## src/rtl/alu_arbiter.sv

```systemverilog
//-----------------------------------------------------------------------------
// alu_arbiter
//
// Two-requester round-robin arbiter and sequencer for a shared registered
// 4-bit ALU. One operation is in flight at a time:
//   IDLE -> ISSUE -> CAPTURE -> RESP -> IDLE
// The winner's operands/opcode are latched on the accept edge and drive the
// ALU for the following cycles. The ALU's registered result is sampled in
// CAPTURE and returned to the owning requester in RESP.
//
// Optional feature macro: ALU_ARB_PERF_EN
//   When defined, grant_cnt0/grant_cnt1 ports exist and count accepted
//   requests per requester, wrapping modulo 2^CNT_W.
//
// Ports:
//   clk, rst                     clock, synchronous active-high reset
//   reqN_valid/ready             request handshake (N = 0, 1)
//   reqN_a, reqN_b, reqN_op      request operands and opcode
//   rspN_valid/ready             response handshake
//   rspN_data                    shared 6-bit signed result register
//   alu_a, alu_b, alu_op         operands/opcode driven to the ALU
//   alu_c                        registered ALU result
//   busy                         high whenever not IDLE
//   grant_cnt0/1                 accepted-request counters (perf build only)
//-----------------------------------------------------------------------------
module alu_arbiter #(
   parameter int CNT_W = 8
) (
   input  logic             clk,
   input  logic             rst,
   input  logic             req0_valid,
   output logic             req0_ready,
   input  logic [3:0]       req0_a,
   input  logic [3:0]       req0_b,
   input  logic [1:0]       req0_op,
   input  logic             req1_valid,
   output logic             req1_ready,
   input  logic [3:0]       req1_a,
   input  logic [3:0]       req1_b,
   input  logic [1:0]       req1_op,
   output logic             rsp0_valid,
   input  logic             rsp0_ready,
   output logic [5:0]       rsp0_data,
   output logic             rsp1_valid,
   input  logic             rsp1_ready,
   output logic [5:0]       rsp1_data,
   output logic [3:0]       alu_a,
   output logic [3:0]       alu_b,
   output logic [1:0]       alu_op,
   input  logic [5:0]       alu_c,
   output logic             busy
`ifdef ALU_ARB_PERF_EN
   ,
   output logic [CNT_W-1:0] grant_cnt0,
   output logic [CNT_W-1:0] grant_cnt1
`endif
);

   localparam logic [1:0] ST_IDLE    = 2'd0;
   localparam logic [1:0] ST_ISSUE   = 2'd1;
   localparam logic [1:0] ST_CAPTURE = 2'd2;
   localparam logic [1:0] ST_RESP    = 2'd3;

   logic [1:0] state_q, state_d;
   logic       last_q, last_d;     // owner of the most recent grant (1 = req1)
   logic       owner_q, owner_d;   // owner of the operation in flight
   logic [3:0] a_q, a_d;
   logic [3:0] b_q, b_d;
   logic [1:0] op_q, op_d;
   logic [5:0] res_q, res_d;

   logic       gnt0;
   logic       gnt1;
   logic       rsp_taken;

   // Round-robin arbitration: on a tie the requester not granted last wins.
   always_comb begin
      gnt0 = 1'b0;
      gnt1 = 1'b0;
      if ((state_q == ST_IDLE) && !rst) begin
         if (req0_valid && req1_valid) begin
            gnt0 = last_q;
            gnt1 = !last_q;
         end else begin
            gnt0 = req0_valid;
            gnt1 = req1_valid;
         end
      end else begin
         gnt0 = 1'b0;
         gnt1 = 1'b0;
      end
   end

   // Response completes when the current owner takes it.
   always_comb begin
      if (owner_q) begin
         rsp_taken = rsp1_ready;
      end else begin
         rsp_taken = rsp0_ready;
      end
   end

   // Next-state and datapath register update logic.
   always_comb begin
      state_d = state_q;
      last_d  = last_q;
      owner_d = owner_q;
      a_d     = a_q;
      b_d     = b_q;
      op_d    = op_q;
      res_d   = res_q;
      case (state_q)
         ST_IDLE: begin
            if (gnt0 || gnt1) begin
               owner_d = gnt1;
               last_d  = gnt1;
               a_d     = gnt1 ? req1_a  : req0_a;
               b_d     = gnt1 ? req1_b  : req0_b;
               op_d    = gnt1 ? req1_op : req0_op;
               state_d = ST_ISSUE;
            end else begin
               state_d = ST_IDLE;
            end
         end
         ST_ISSUE: begin
            state_d = ST_CAPTURE;
         end
         ST_CAPTURE: begin
            // ALU registered its result at the end of ISSUE.
            res_d   = alu_c;
            state_d = ST_RESP;
         end
         ST_RESP: begin
            if (rsp_taken) begin
               state_d = ST_IDLE;
            end else begin
               state_d = ST_RESP;
            end
         end
         default: begin
            state_d = ST_IDLE;
         end
      endcase
   end

   // State and datapath registers; reset favours req0 (last grant = req1).
   always_ff @(posedge clk) begin
      if (rst) begin
         state_q <= ST_IDLE;
         last_q  <= 1'b1;
         owner_q <= 1'b0;
         a_q     <= 4'd0;
         b_q     <= 4'd0;
         op_q    <= 2'd0;
         res_q   <= 6'd0;
      end else begin
         state_q <= state_d;
         last_q  <= last_d;
         owner_q <= owner_d;
         a_q     <= a_d;
         b_q     <= b_d;
         op_q    <= op_d;
         res_q   <= res_d;
      end
   end

   // Outputs are forced to their reset values for as long as rst is high,
   // which also hides an aborted operation during the reset cycle itself.
   always_comb begin
      req0_ready = gnt0;
      req1_ready = gnt1;
      if (rst) begin
         rsp0_valid = 1'b0;
         rsp1_valid = 1'b0;
         rsp0_data  = 6'd0;
         rsp1_data  = 6'd0;
         alu_a      = 4'd0;
         alu_b      = 4'd0;
         alu_op     = 2'd0;
         busy       = 1'b0;
      end else begin
         rsp0_valid = (state_q == ST_RESP) && !owner_q;
         rsp1_valid = (state_q == ST_RESP) && owner_q;
         rsp0_data  = res_q;
         rsp1_data  = res_q;
         alu_a      = a_q;
         alu_b      = b_q;
         alu_op     = op_q;
         busy       = (state_q != ST_IDLE);
      end
   end

`ifdef ALU_ARB_PERF_EN
   logic [CNT_W-1:0] cnt0_q;
   logic [CNT_W-1:0] cnt1_q;

   // Per-requester accept counters, wrapping naturally at 2^CNT_W.
   always_ff @(posedge clk) begin
      if (rst) begin
         cnt0_q <= {CNT_W{1'b0}};
         cnt1_q <= {CNT_W{1'b0}};
      end else begin
         if (gnt0) begin
            cnt0_q <= cnt0_q + {{(CNT_W-1){1'b0}}, 1'b1};
         end
         if (gnt1) begin
            cnt1_q <= cnt1_q + {{(CNT_W-1){1'b0}}, 1'b1};
         end
      end
   end

   // Counter outputs read zero while reset is held.
   always_comb begin
      if (rst) begin
         grant_cnt0 = {CNT_W{1'b0}};
         grant_cnt1 = {CNT_W{1'b0}};
      end else begin
         grant_cnt0 = cnt0_q;
         grant_cnt1 = cnt1_q;
      end
   end
`else
   // CNT_W only sizes the perf counters; keep it referenced in this build.
   if (CNT_W > 0) begin : g_cnt_w_unused
   end
`endif

endmodule
```

## config.mk

```make
export PLATFORM = sky130hd
export DESIGN_NAME = alu_arbiter
export DESIGN_NICKNAME = d
export VERILOG_FILES = /design/src/rtl/alu_arbiter.sv
export SDC_FILE = /design/constraint.sdc
export NUM_CORES = 1
export LEC_CHECK = 0
export CELL_PAD_IN_SITES_DETAIL_PLACEMENT = 0
export CELL_PAD_IN_SITES_GLOBAL_PLACEMENT = 1
export CORE_UTILIZATION = 28
export CTS_BUF_LIST = sky130_fd_sc_hd__clkbuf_2 sky130_fd_sc_hd__clkbuf_4 sky130_fd_sc_hd__clkbuf_8
export DETAILED_ROUTE_END_ITERATION = 12
export MAX_ROUTING_LAYER = met4
export PLACE_DENSITY_LB_ADDON = 0.1
export SYNTH_ARGS = -nofsm -noshare
export SYNTH_HDL_FRONTEND = slang
export SYNTH_SLANG_ARGS = --single-unit
```

## constraint.sdc

```tcl
create_clock -name clk -period 1.8 [get_ports clk]
set_clock_uncertainty 0.2 [all_clocks]
set_input_delay 0.36 -clock clk [delete_from_list [all_inputs] [get_ports clk]]
set_output_delay 0.36 -clock clk [all_outputs]
set_load 0.005 [all_outputs]
```

==> impl_results.md, run 1 <==
* Outcome: finished clean
* Flop pwr share at 40.6%
* Dpl hpwl at 2350 um
* Max Slew Vio Count at 0
* Routed vias at 1219
* Gr ovfl total at 0
* Fin. Hold Viols at 0
* GPL Wtd Cong at 0.760
* Final WL at 3290 um
* Worst path required time at 1.24 ns
* Most frequent cells in the layout: 28 x clkdlybuf4s50_1, 25 x dlygate4sd2_1, 23 x buf_4
* DR iter-0 viols at 31
* Via density at 4.84
* Fin nets at 237
* Starting Density at 29.7%
* Number of enable flip-flop cells after synthesis at 0
* Final setup vio count at 0
* Dpl ws at -0.584 ns
* Setup TNS at 0 ns
* Lkg Pwr at 0.871 nW
* Syn Inst Count at 131
* Top achievable clock speed at 556 MHz
* Core Region at 3720 um^2
* Ports at 59
* Worst path max stage delay at 0.38 ns
* Routed wire length per instance at 13.0 um
* Async SR Flop Fraction at 0%
* Critical Path Start Type: flop
* Clk_lat worst skew at 0.25 ns
* Worst Setup End Kind: output port
* Clk pwr share at 27.1%
* Antenna cells at 0
* Post-synth cell types at 27
* Worst-path clk slew at 0.08 ns
* Vias in the first global route at 1193
* CTS tree: done
* Synthesized net count at 163
* Layout cell share with drive strength beyond 1 at 27.0%
* Max-cap violations at 0
* Clock sink count at 20
* Int Power at 904 uW
* Unrepaired setup endpoints after global routing: true
* Hold buffer count at cts at 0
* Number of port buffers at 58
* Final period util at 99.9%
* Final ANT Viol Nets at 0
* YS warnings at 0
* Worst setup path class: reg2out
* Max Fanout on Critical Path at 2
* Die Wd at 64.8 um
* CTS Buf Count at 3
* Die area at 4200 um^2
* First-pass DRT Iterations at 4
* Global-route wire length before repair at 5280 um
* WP data arrival at 1.24 ns
* Die H at 64.8 um
* Cells along the critical path: or3_4, nor3b_2, buf_2
* Number of H-tree levels at 1
* Seq/Total Area, Yosys at 36.2%
* Prevailing post-synth register cell: dfxtp_1
* Worst-Margin Slew at 0.392 ns
* Gate power share at 32.2%
* Synth Area per Inst at 8.43 um^2
* Sw Ratio at 27.3%
* Rows at 22
* PD cells at 642 nW/um^2
* Mapped Area at 1100 um^2
* Area grow syn2layout at 75.3%
* Max VDD drop at 0.327 mV
* Worst min-delay path class: in2reg
* Setup ws final at 0.00221 ns
* Worst slew margin at 73.9%
* DRC at 0
* #FFs+latches synth at 20
* Most common cell after layout, fill and taps aside: clkdlybuf4s50_1
* Tmin final at 1.80 ns
* Gr usage total at 16.4%
* Net Switching at 339 uW
* Clk buf depth at 2
* Initial antenna violation count at 0
* Slowest CP cell: or3_4
* CTS root buffer: clkbuf_8
* Largest net degree at the start of global routing at 22
==> per-layer routing <==
metal | global-route usage, % | part of all wire [%]
met4 | 4.17 | 0.40
met1 | 20.1 | 46
met2 | 28.5 | 49
met3 | 1.76 | 4.2
met5 | - | 0
==> critical path: cells and delay by family (launching register included) <==
family                 cells  cell delay (ns)
buffers and inverters      1             0.13
and+or+nand+nor            2             0.53
DFF                        1             0.33
==> cells in the mapped netlist (all sizes together) (2+ instances only) <==
cell type   n  area [um^2]
nor2       10         45.0
nor2b      17          106
inv         2         7.51
nor3b       2         20.0
o21ai      12         60.1
nor3        2         21.3
a21oi      12         60.1
clkbuf      3         11.3
mux2i       7         70.1
nand2       4         15.0
dfxtp      20          400
buf        13         91.3
nand3      10         50.1
a311oi     10         87.6
==> stage by stage <==
| step | power [mW] | std cells | area, um^2 | utilization, % | hold WS, ns |
|---|---|---|---|---|---|
| 2_1_floorplan | 0.704 | 131 | 1100 | - | 0.255 |
| 3_3_place_gp | 0.885 | 239 | 1780 | 47.8 | 0.266 |
| 3_5_place_dp | 0.893 | 239 | 1780 | 47.8 | 0.279 |
| 4_1_cts | 1.24 | 252 | 1900 | 51.1 | 0.269 |
| 5_1_grt | 1.31 | 252 | 1940 | 52.1 | 0.279 |
| 6_report | 1.24 | 252 | 1940 | 52.1 | 0.265 |
==> power groups by stage <==
stage               logic (mW)  clock network [mW]  registers (mW)
finish                   0.401               0.337           0.505
global route             0.437               0.361           0.510
CTS                      0.388               0.347           0.505
detailed placement       0.379                   0           0.514
global placement         0.373                   0           0.512
floorplan                0.190                   0           0.514
==> cell type report <==
cell class | instances | area (um^2)
flip-flops and latches | 20 | 402
well taps | 48 | 60.1
repair buffers | 85 | 764
clock buffers | 4 | 55.1
multi-input cells | 93 | 648
inverters | 2 | 7.51
fillers | 382 | 1780
==> what timing repair did <==
action | 4_1_cts | 5_1_grt
endpoints found under the setup margin | 37 | 14
buffers inserted | 11 | 2
gates resized for setup | 55 | 8
pin swaps | 6 | 5
==> worst paths after layout <==
path / start / end / slack [ns] / cells after the start
worst max-delay path: state_q[1] / req0_ready / 0.002 / 3
worst min-delay path: rst / b_q[3] / 0.26 / 3
worst max register to register: state_q[1] / a_q[2] / 0.11 / 4
worst min register to register: res_q[1] / res_q[1] / 0.29 / 2
==> kinds of logic (layout without fill, tap and decap cells) <==
kind of cell | after synthesis | in the layout | share of synthesized area [%]
AND/OR/NAND/NOR | 48 | 48 | 25.5
AO/OA/AOI/OAI | 38 | 38 | 22.0
flip-flops | 20 | 20 | 36.2
buffers and inverters | 18 | 91 | 9.97
multiplexers | 7 | 7 | 6.34
==> flip-flops by register name, summed over array words and instances, names as in the netlist <==
name     count
op_q         2
res_q        6
a_q          4
owner_q      1
b_q          4
state_q      2
last_q       1
Power figures use the tool's default switching activity.
==> run 2, diff against run 1 <==
--- a/config.mk
+++ b/config.mk
@@ -5,8 +5,10 @@
 export SDC_FILE = /design/constraint.sdc
 export NUM_CORES = 1
 export LEC_CHECK = 0
+export CAP_MARGIN = 30
 export CELL_PAD_IN_SITES_DETAIL_PLACEMENT = 0
 export CELL_PAD_IN_SITES_GLOBAL_PLACEMENT = 1
+export CORE_ASPECT_RATIO = 0.5
 export CORE_UTILIZATION = 28
 export CTS_BUF_LIST = sky130_fd_sc_hd__clkbuf_2 sky130_fd_sc_hd__clkbuf_4 sky130_fd_sc_hd__clkbuf_8
 export DETAILED_ROUTE_END_ITERATION = 12
==> run 2 against run 1 <==
  * Non-clock buffer count fell by 3
  * Hold slack worse by 0.039 ns
  * Largest cell class unchanged
  * Maximum frequency up 0.64%
  * Sequential share of layout area up 0.60 points
  * Flip-flop and latch count did not move
  * Critical path depth did not move
  * Highest routed layer is now met3
  * Clock power is 14% lower
  * Power is 5.3% lower
==> impl_results.md, run 2 (same netlist as run 1, synthesis figures left out) <==
* Die Wd at 90.8 um
* Fillcell total at 358
* Layout cell share with drive strength beyond 1 at 24.0%
* R2r setup slk at 0.12 ns
* Critical Path Start Type: flop
* Max Slew Vio Count at 0
* Starting Density at 30.7%
* Via density at 4.68
* Final period util at 99.2%
* Dpl hpwl at 2040 um
* PD cells at 624 nW/um^2
* Unrepaired setup endpoints after global routing: true
* Global-route wire length before repair at 5000 um
* Final setup vio count at 0
* Most common cell after layout, fill and taps aside: clkdlybuf4s50_1
* Worst reg-to-reg path cell count at 9
* Setup ws final at 0.0136 ns
* Worst path required time at 1.24 ns
* Routed vias at 1175
* Core Region at 3600 um^2
* Worst r2r src: state_q[0]
* GPL Wtd Cong at 0.703
* Die H at 46.4 um
* Clk buf depth at 2
* Rows at 15
* Area grow syn2layout at 70.9%
* Min-delay src: rst
* Number of H-tree levels at 1
* Ports at 59
* Worst Setup End Kind: output port
* Metal-1 WL at 1510 um
* Worst min-delay path class: in2reg
* Gr usage total at 15.8%
* Final WL at 3050 um
* DR iter-0 viols at 48
* Antenna cells at 0
* Fin. Hold Viols at 0
* Dpl ws at -0.587 ns
* Final core occ at 52.4%
* Max VDD drop at 0.248 mV
* Max Fanout on Critical Path at 2
* Gr ovfl total at 0
* Outcome: finished clean
* Hold WS at 0.225 ns
* CTS Buf Count at 3
* Final ANT Viol Nets at 0
* Fin nets at 234
* Lkg Pwr at 0.847 nW
* Top achievable clock speed at 560 MHz
* DRC at 0
* Worst setup path class: reg2out
* Worst slew margin at 74.8%
* CTS tree: done
* Initial antenna violation count at 0
* CTS root buffer: clkbuf_8
* Met3 wire len at 115 um
* Max FFs per register at 6
* Number of port buffers at 58
* Max-cap violations at 0
* Most flops, register: res_q
* Met2 wire length at 1420 um
* Hold Crit Depth at 3
* Biggest regs: res_q (6), a_q (4), b_q (4)
* Tmin final at 1.79 ns
* Max Used Layer: met3
* Largest net degree at the start of global routing at 24
* First-pass DRT Iterations at 4
* R2r endpoint: owner_q
* Setup TNS at 0 ns
* Clk_lat worst skew at 0.25 ns
* Clock sink count at 20
* Die area at 4220 um^2
* Hold EP: res_q[5]
* WP data arrival at 1.23 ns
* Most frequent cells in the layout: 28 x clkdlybuf4s50_1, 25 x dlygate4sd2_1, 19 x buf_4
* Routed wire length per instance at 12.1 um
* Vias in the first global route at 1111
* Worst-path clk slew at 0.07 ns
* Worst-Margin Slew at 0.378 ns
[run 2: cell type report]
type | count | area, um^2 | share of cell area (%)
clock buffers | 3 | 41.3 | 2.19
inverters | 2 | 7.51 | 0.398
multi-input cells | 93 | 634 | 33.6
flip-flops and latches | 20 | 403 | 21.3
well taps | 51 | 63.8 | 3.38
repair buffers | 82 | 738 | 39.1
[run 2: worst max-delay path by stage]
stage	slack, ns	from	endpoint
floorplan	0.16	state_q[1]	req0_ready
global placement	-0.58	rst	req0_ready
detailed placement	-0.59	rst	req0_ready
CTS	-0.01	state_q[1]	req1_ready
global route	-0.04	state_q[1]	req0_ready
finish	0.01	state_q[1]	req0_ready
[run 2: repair_timing]
item / 4_1_cts / 5_1_grt
buffers inserted: 8 / 3
pin swaps: 2 / 4
endpoints found under the setup margin: 37 / 6
hold buffers: 0 / 0
cloned: 1 / 0
gates resized for setup: 54 / 11
[run 2: worst max-delay path: stages, from the launching register on]
cell     delay (ns)
dfxtp_2        0.32
or3_4          0.39
nor3b_2        0.15
buf_2          0.12
[run 2: report_power, final]
group          internal, mW  total (mW)  switching, mW  leakage [nW]
clock                 0.149       0.289          0.141        0.0216
combinational         0.217       0.382          0.165         0.660
sequential            0.485       0.506         0.0217         0.165
total                 0.851        1.18          0.327         0.847
[run 2: per-layer routing]
layer | vias up | GRT usage [%]
met5 | - | -
met4 | 0 | 3.81
met3 | 0 | 3.80
met2 | 36 | 26.7
met1 | 540 | 19.5
li1 | 599 | -
[run 2: metrics by stage]
step	total power [mW]	area (um^2)	std cells
final	1.18	1890	251
after global routing	1.25	1890	251
after CTS	1.18	1870	249
after detailed placement	0.882	1740	237
after global placement	0.879	1740	237
after floorplan	0.704	1100	131
==> RTL change 1: new RTL, settings of run 1 <==
Add a define of `ALU_ARB_PERF_EN`.
--- a/src/rtl/alu_arbiter.sv
+++ b/src/rtl/alu_arbiter.sv
@@ -25,2 +25,4 @@
 //-----------------------------------------------------------------------------
+`define ALU_ARB_PERF_EN
+
 module alu_arbiter #(
Check against the original RTL (old outputs only; new: grant_cnt0 and grant_cnt1): equivalent (equiv_simple and equiv_induct, registers matched by name and starting in step).
==> RTL change 1 against run 1 <==
The flow now finishes with violations (design-rule violations, negative setup slack); fmax down 14%; clock power up 87%; design area up 62%; sequential cell count up 16; critical path type unchanged; total power up 53%; synthesized cell count up 72%; synthesized area up 71%; register-to-register slack worse by 0.38 ns; largest power group unchanged; cell count up 54%; core utilization down 3.3 points; setup slack worse by 0.30 ns; routed wire length up 54%; non-clock buffer count up 14; count of clock-buffer cells in the layout up 4.
==> RTL change 1: results (changes against run 1) <==
<table>
<tr><th>Metric</th><th>Value</th></tr>
<tr><th colspan="2">Placed design</th></tr>
<tr><td>Routability-driven placement congestion ratio</td><td>0.7330 (was 0.7600)</td></tr>
<tr><td>Worst slack, placed</td><td>-1.008 ns (was -0.5837 ns)</td></tr>
<tr><td>Post-detailed-placement cell area</td><td>0.002745 mm^2 (was 0.001778 mm^2)</td></tr>
<tr><th colspan="2">Timing</th></tr>
<tr><td>Final setup violation count</td><td>32 (was 0)</td></tr>
<tr><td>Relative slew slack</td><td>73.83% (was 73.88%)</td></tr>
<tr><td>Final worst slack</td><td>-0.3015 ns (was 0.002210 ns)</td></tr>
<tr><th colspan="2">GRT</th></tr>
<tr><td>First-pass GRT wire length</td><td>8266 um (was 5278 um)</td></tr>
<tr><td>Total track usage</td><td>15.18% (was 16.41%)</td></tr>
<tr><td>Number of global-route vias before repair</td><td>1,706 (was 1,193)</td></tr>
<tr><th colspan="2">Pwr</th></tr>
<tr><td>VDD IR max</td><td>0.2895 mV (was 0.3268 mV)</td></tr>
<tr><td>P_sw</td><td>0.0004832 W (was 0.0003394 W)</td></tr>
<tr><td>Static Leak</td><td>1.450 nW (was 0.8707 nW)</td></tr>
<tr><th colspan="2">Yosys</th></tr>
<tr><td>Post-synth top cells</td><td>36 x dfxtp_1, 33 x nor2_1, 32 x nor2b_1, 23 x nand2_1, 13 x a21oi_1 (was 20 x dfxtp_1, 17 x nor2b_1, 12 x a21oi_1, 10 x a311oi_1, 10 x nand3_1)</td></tr>
<tr><td>Share of the synthesized area in compound gates (AO/OA/AOI/OAI)</td><td>12.05% (was 21.97%)</td></tr>
<tr><td>Xor-xnor portion of the synthesized cell area</td><td>3.243% (was 0%)</td></tr>
<tr><th colspan="2">Setup path</th></tr>
<tr><td>Flop-to-flop setup slack</td><td>-0.27 ns (was 0.11 ns)</td></tr>
<tr><td>Slowest cell on the critical path</td><td>or3b_4 (was or3_4)</td></tr>
<tr><td>Maximum fanout along the worst path</td><td>3 (was 2)</td></tr>
<tr><th colspan="2">Routing</th></tr>
<tr><td>Count of unresolved DRC violations after routing</td><td>12 (was 0)</td></tr>
<tr><td>Total number of vias</td><td>1,752 (was 1,219)</td></tr>
<tr><td>Length of the first detailed-routing pass in iterations</td><td>8 (was 4)</td></tr>
<tr><th colspan="2">Run status</th></tr>
<tr><td>Result of the run</td><td>complete, but fails checks (was finished clean)</td></tr>
<tr><td>Violations in the final reports</td><td>design-rule violations, negative setup slack</td></tr>
<tr><th colspan="2">Min path</th></tr>
<tr><td>HP Class</td><td>reg -&gt; reg (was in -&gt; reg)</td></tr>
<tr><th colspan="2">CTS</th></tr>
<tr><td>Clk Latency, worst-skew pair</td><td>0.28 ns (was 0.25 ns)</td></tr>
<tr><th colspan="2">Layout</th></tr>
<tr><td>Ratio of cells with drive above 1 in the final layout</td><td>27.74% (was 26.96%)</td></tr>
</table>
RTL change 1: changes by cell type after synthesis, moves of 9 or more:
cell,delta
o21ai_1,-9
a311oi_1,-10
dfxtp_1,+16
nand2_1,+19
nor2_1,+24
nor2b_1,+15
RTL change 1: worst paths after layout:
| path | startpoint | to | depth (start not counted) |
|---|---|---|---|
| worst min-delay path | b_q[1]$_SDFFE_PP0P_ | b_q[1]$_SDFFE_PP0P_ | 2 |
| worst min register to register | b_q[1]$_SDFFE_PP0P_ | b_q[1]$_SDFFE_PP0P_ | 2 |
| worst max register to register | state_q[0]$_SDFF_PP0_ | cnt0_q[6]$_SDFFE_PP0P_ | 5 |
| worst max-delay path | state_q[0]$_SDFF_PP0_ | req1_ready | 4 |
RTL change 1: tightest hold or removal path, stage by stage, from the launching register on:
cell	delay (ns)
dfxtp_1	0.31
nand2_1	0.05
a211oi_1	0.05
RTL change 1: logic make-up (layout without fill, tap and decap cells):
group	count (synthesis)	in the layout
and+or+nand+nor	111	111
xor gates and xnor gates	7	7
adders and majority gates	2	2
AOI/OAI and AO/OA	31	31
buffers and inverters	27	112
muxes	11	11
DFF	36	36
RTL change 1: area by class of cell:
cell class | count | area (um^2)
clock buffer | 8 | 97.59
fill | 662 | 3288
inverter | 5 | 23.77
multi-input combinational | 162 | 1134
sequential | 36 | 733.2
tap | 77 | 96.34
timing repair buffer | 99 | 1050
RTL change 1: power groups by stage:
stage	combinational, W	sequential, W	clock (W)
CTS	0.000391	0.000864	0.000653
global route	0.000451	0.000870	0.000696
floorplan	0.000200	0.000878	0
detailed placement	0.000358	0.000881	0
global placement	0.000358	0.000881	0
finish	0.000413	0.000865	0.000630
RTL change 1: timing repair:
action / in CTS / in global routing
gates cloned: 2 / 1
endpoints found under the setup margin: 70 / 51
pin swaps: 2 / 1
gates resized for setup: 65 / 33
setup buffers: 2 / 1
RTL change 1: stage by stage:
| stage | utilization (%) | setup TNS (ns) | hold slack (ns) | cells |
|---|---|---|---|---|
| floorplan | - | -3.273 | 0.2323 | 225 |
| global placement | 42.74 | -24.46 | 0.2435 | 373 |
| detailed placement | 42.74 | -24.66 | 0.2554 | 373 |
| CTS | 46.46 | -5.187 | 0.2645 | 385 |
| global route | 48.80 | -6.259 | 0.2805 | 387 |
| finish | 48.80 | -4.002 | 0.2586 | 387 |
RTL change 1: per-layer routing:
metal / part of all wire (%) / up-vias / GRT usage [%] / wire, um
met5: 0 / - / - / 0
met4: 1.1 / 0 / 5.172 / 54
met3: 4.6 / 5 / 3.540 / 233
met2: 46 / 44 / 23.47 / 2326
met1: 48 / 793 / 19.48 / 2444
li1: - / 910 / - / -
==> RTL change 2: new RTL, flow settings as in run 1 <==
Without the edit above. Take the reset off `a_q` and load it in a clocked block of its own.
--- a/src/rtl/alu_arbiter.sv
+++ b/src/rtl/alu_arbiter.sv
@@ -151,3 +151,2 @@
          owner_q <= 1'b0;
-         a_q     <= 4'd0;
          b_q     <= 4'd0;
@@ -159,3 +158,2 @@
          owner_q <= owner_d;
-         a_q     <= a_d;
          b_q     <= b_d;
@@ -164,2 +162,6 @@
       end
+   end
+
+   always_ff @(posedge clk) begin
+      a_q <= a_d;
    end
Check against the original RTL: differs if rst is asserted again (counterexample within 4 cycles, from zero or initial values and one cycle with rst high); with rst held inactive, the same outputs for 10 cycles.
==> RTL change 2 against run 1 <==
The flow now finishes with violations (negative setup slack); design area rose by 5.4%; via count fell by 5.7%; setup slack got worse by 0.041 ns; total power rose by 3.4%; cell count fell by 3.2%; synthesized cell count fell by 11%; routed wire length fell by 4.5%; synthesized area rose by 0.11%; combinational power rose by 8.5%; sequential cell count did not move; critical path type unchanged; highest routed layer unchanged.
==> RTL change 2: results (changes against run 1) <==
<table>
<tr><th>Metric</th><th>Value</th></tr>
<tr><th colspan="2">Setup path</th></tr>
<tr><td>Flop-to-flop setup slack</td><td>0.02 ns (was 0.11 ns)</td></tr>
<tr><td>Worst reg2reg startpoint</td><td>state_q[0]$_SDFF_PP0_ (was state_q[1]$_SDFF_PP0_)</td></tr>
<tr><td>Maximum fanout along the worst path</td><td>3 (was 2)</td></tr>
<tr><td>Worst setup path endpoint</td><td>req1_ready (was req0_ready)</td></tr>
<tr><th colspan="2">Yosys</th></tr>
<tr><td>Number of different library cells in the post-synthesis netlist</td><td>30 (was 27)</td></tr>
<tr><td>Number of enable flip-flop cells after synthesis</td><td>4 (was 0)</td></tr>
<tr><td>Post-Syn Nets</td><td>149 (was 163)</td></tr>
<tr><td>Cell types occupying the most area after synthesis</td><td>dfxtp_1 29%, edfxtp_1 11%, nor2b_1 9.0% (was dfxtp_1 36%, nor2b_1 9.6%, a311oi_1 7.9%)</td></tr>
<tr><td>Post-synth top cells</td><td>16 x dfxtp_1, 16 x nor2b_1, 9 x nor2_1 (was 20 x dfxtp_1, 17 x nor2b_1, 12 x a21oi_1, 10 x a311oi_1, 10 x nand3_1)</td></tr>
<tr><th colspan="2">Layout</th></tr>
<tr><td>Ratio of cells with drive above 1 in the final layout</td><td>32.14% (was 26.96%)</td></tr>
<tr><td>Layout net count</td><td>229 (was 237)</td></tr>
<tr><th colspan="2">Placed design</th></tr>
<tr><td>Post-detailed-placement cell area</td><td>0.001863 mm^2 (was 0.001778 mm^2)</td></tr>
<tr><td>Final HPWL DP</td><td>2313 um (was 2347 um)</td></tr>
<tr><th colspan="2">Routing</th></tr>
<tr><td>Final routed wirelength across all metal layers</td><td>3140 um (was 3287 um)</td></tr>
<tr><td>Detailed-route vias per instance</td><td>4.713 (was 4.837)</td></tr>
<tr><td>Length of the first detailed-routing pass in iterations</td><td>3 (was 4)</td></tr>
<tr><td>Violation count after the first detailed-routing iteration</td><td>13 (was 31)</td></tr>
<tr><th colspan="2">Timing</th></tr>
<tr><td>Setup TNS after final layout</td><td>-0.03839 ns (was 0 ns)</td></tr>
<tr><td>Final setup violation count</td><td>1 (was 0)</td></tr>
<tr><td>Final worst slack</td><td>-0.03839 ns (was 0.002210 ns)</td></tr>
<tr><th colspan="2">Run status</th></tr>
<tr><td>Violations in the final reports</td><td>negative setup slack</td></tr>
<tr><td>Result of the run</td><td>complete, but fails checks (was finished clean)</td></tr>
<tr><th colspan="2">GRT</th></tr>
<tr><td>Total track usage</td><td>16.47% (was 16.41%)</td></tr>
<tr><td>First-pass GRT wire length</td><td>5154 um (was 5278 um)</td></tr>
<tr><th colspan="2">Pwr</th></tr>
<tr><td>Static Leak</td><td>0.9444 nW (was 0.8707 nW)</td></tr>
<tr><th colspan="2">Min path</th></tr>
<tr><td>Worst hold endpoint</td><td>state_q[0]$_SDFF_PP0_ (was b_q[3]$_SDFFE_PP0P_)</td></tr>
</table>
[RTL change 2: kinds of logic (layout without fill, tap and decap cells)]
logic type,Yosys count,count (layout),share of synthesized area (%)
simple gates,46,46,26.25
compound gates,23,23,13.46
mux,11,11,11.77
flops,20,20,39.82
buf+inv,17,96,8.709
[RTL change 2: layout make-up]
cell class,count,area [um^2]
timing repair buffer,88,834.6
inverter,4,15.01
sequential,20,447.9
fill,380,1675
clock buffer,4,48.80
tap,48,60.06
multi-input combinational,80,634.4
[RTL change 2: timing repair]
action                     4_1_cts  5_1_grt
buffers inserted                 6        2
setup endpoints to repair       41       17
cloned                           1        0
pin swaps                        5        6
resized for setup               66       13
[RTL change 2: report_power, final]
group / switching [W] / leakage (nW) / internal [W]
clock network: 0.000158 / 0.0262 / 0.000173
logic: 0.000170 / 0.748 / 0.000265
registers: 0.0000213 / 0.170 / 0.000499
total: 0.000349 / 0.944 / 0.000937
[RTL change 2: metrics by stage]
step | setup slack [ns] | util (%) | total power [W]
after CTS | -0.05833 | 53.70 | 0.001282
after global routing | -0.1115 | 54.92 | 0.001360
after global placement | -0.6645 | 50.13 | 0.0009122
final | -0.03839 | 54.92 | 0.001286
after floorplan | 0.005864 | - | 0.0006990
after detailed placement | -0.7260 | 50.13 | 0.0009194
[RTL change 2: metal layers]
| layer | share of wire [%] | track usage [%] |
|---|---|---|
| met3 | 4.1 | 2.289 |
| met4 | 1.3 | 6.667 |
| met2 | 53 | 29.82 |
| met1 | 42 | 17.90 |
| met5 | 0 | - |
[RTL change 2: worst max-delay path: stages, from the launching register on]
cell and delay [ns]:
dfxtp_4 0.36, buf_6 0.12, nor4b_4 0.31, nand2_4 0.08
inv_2 0.06, buf_6 0.08
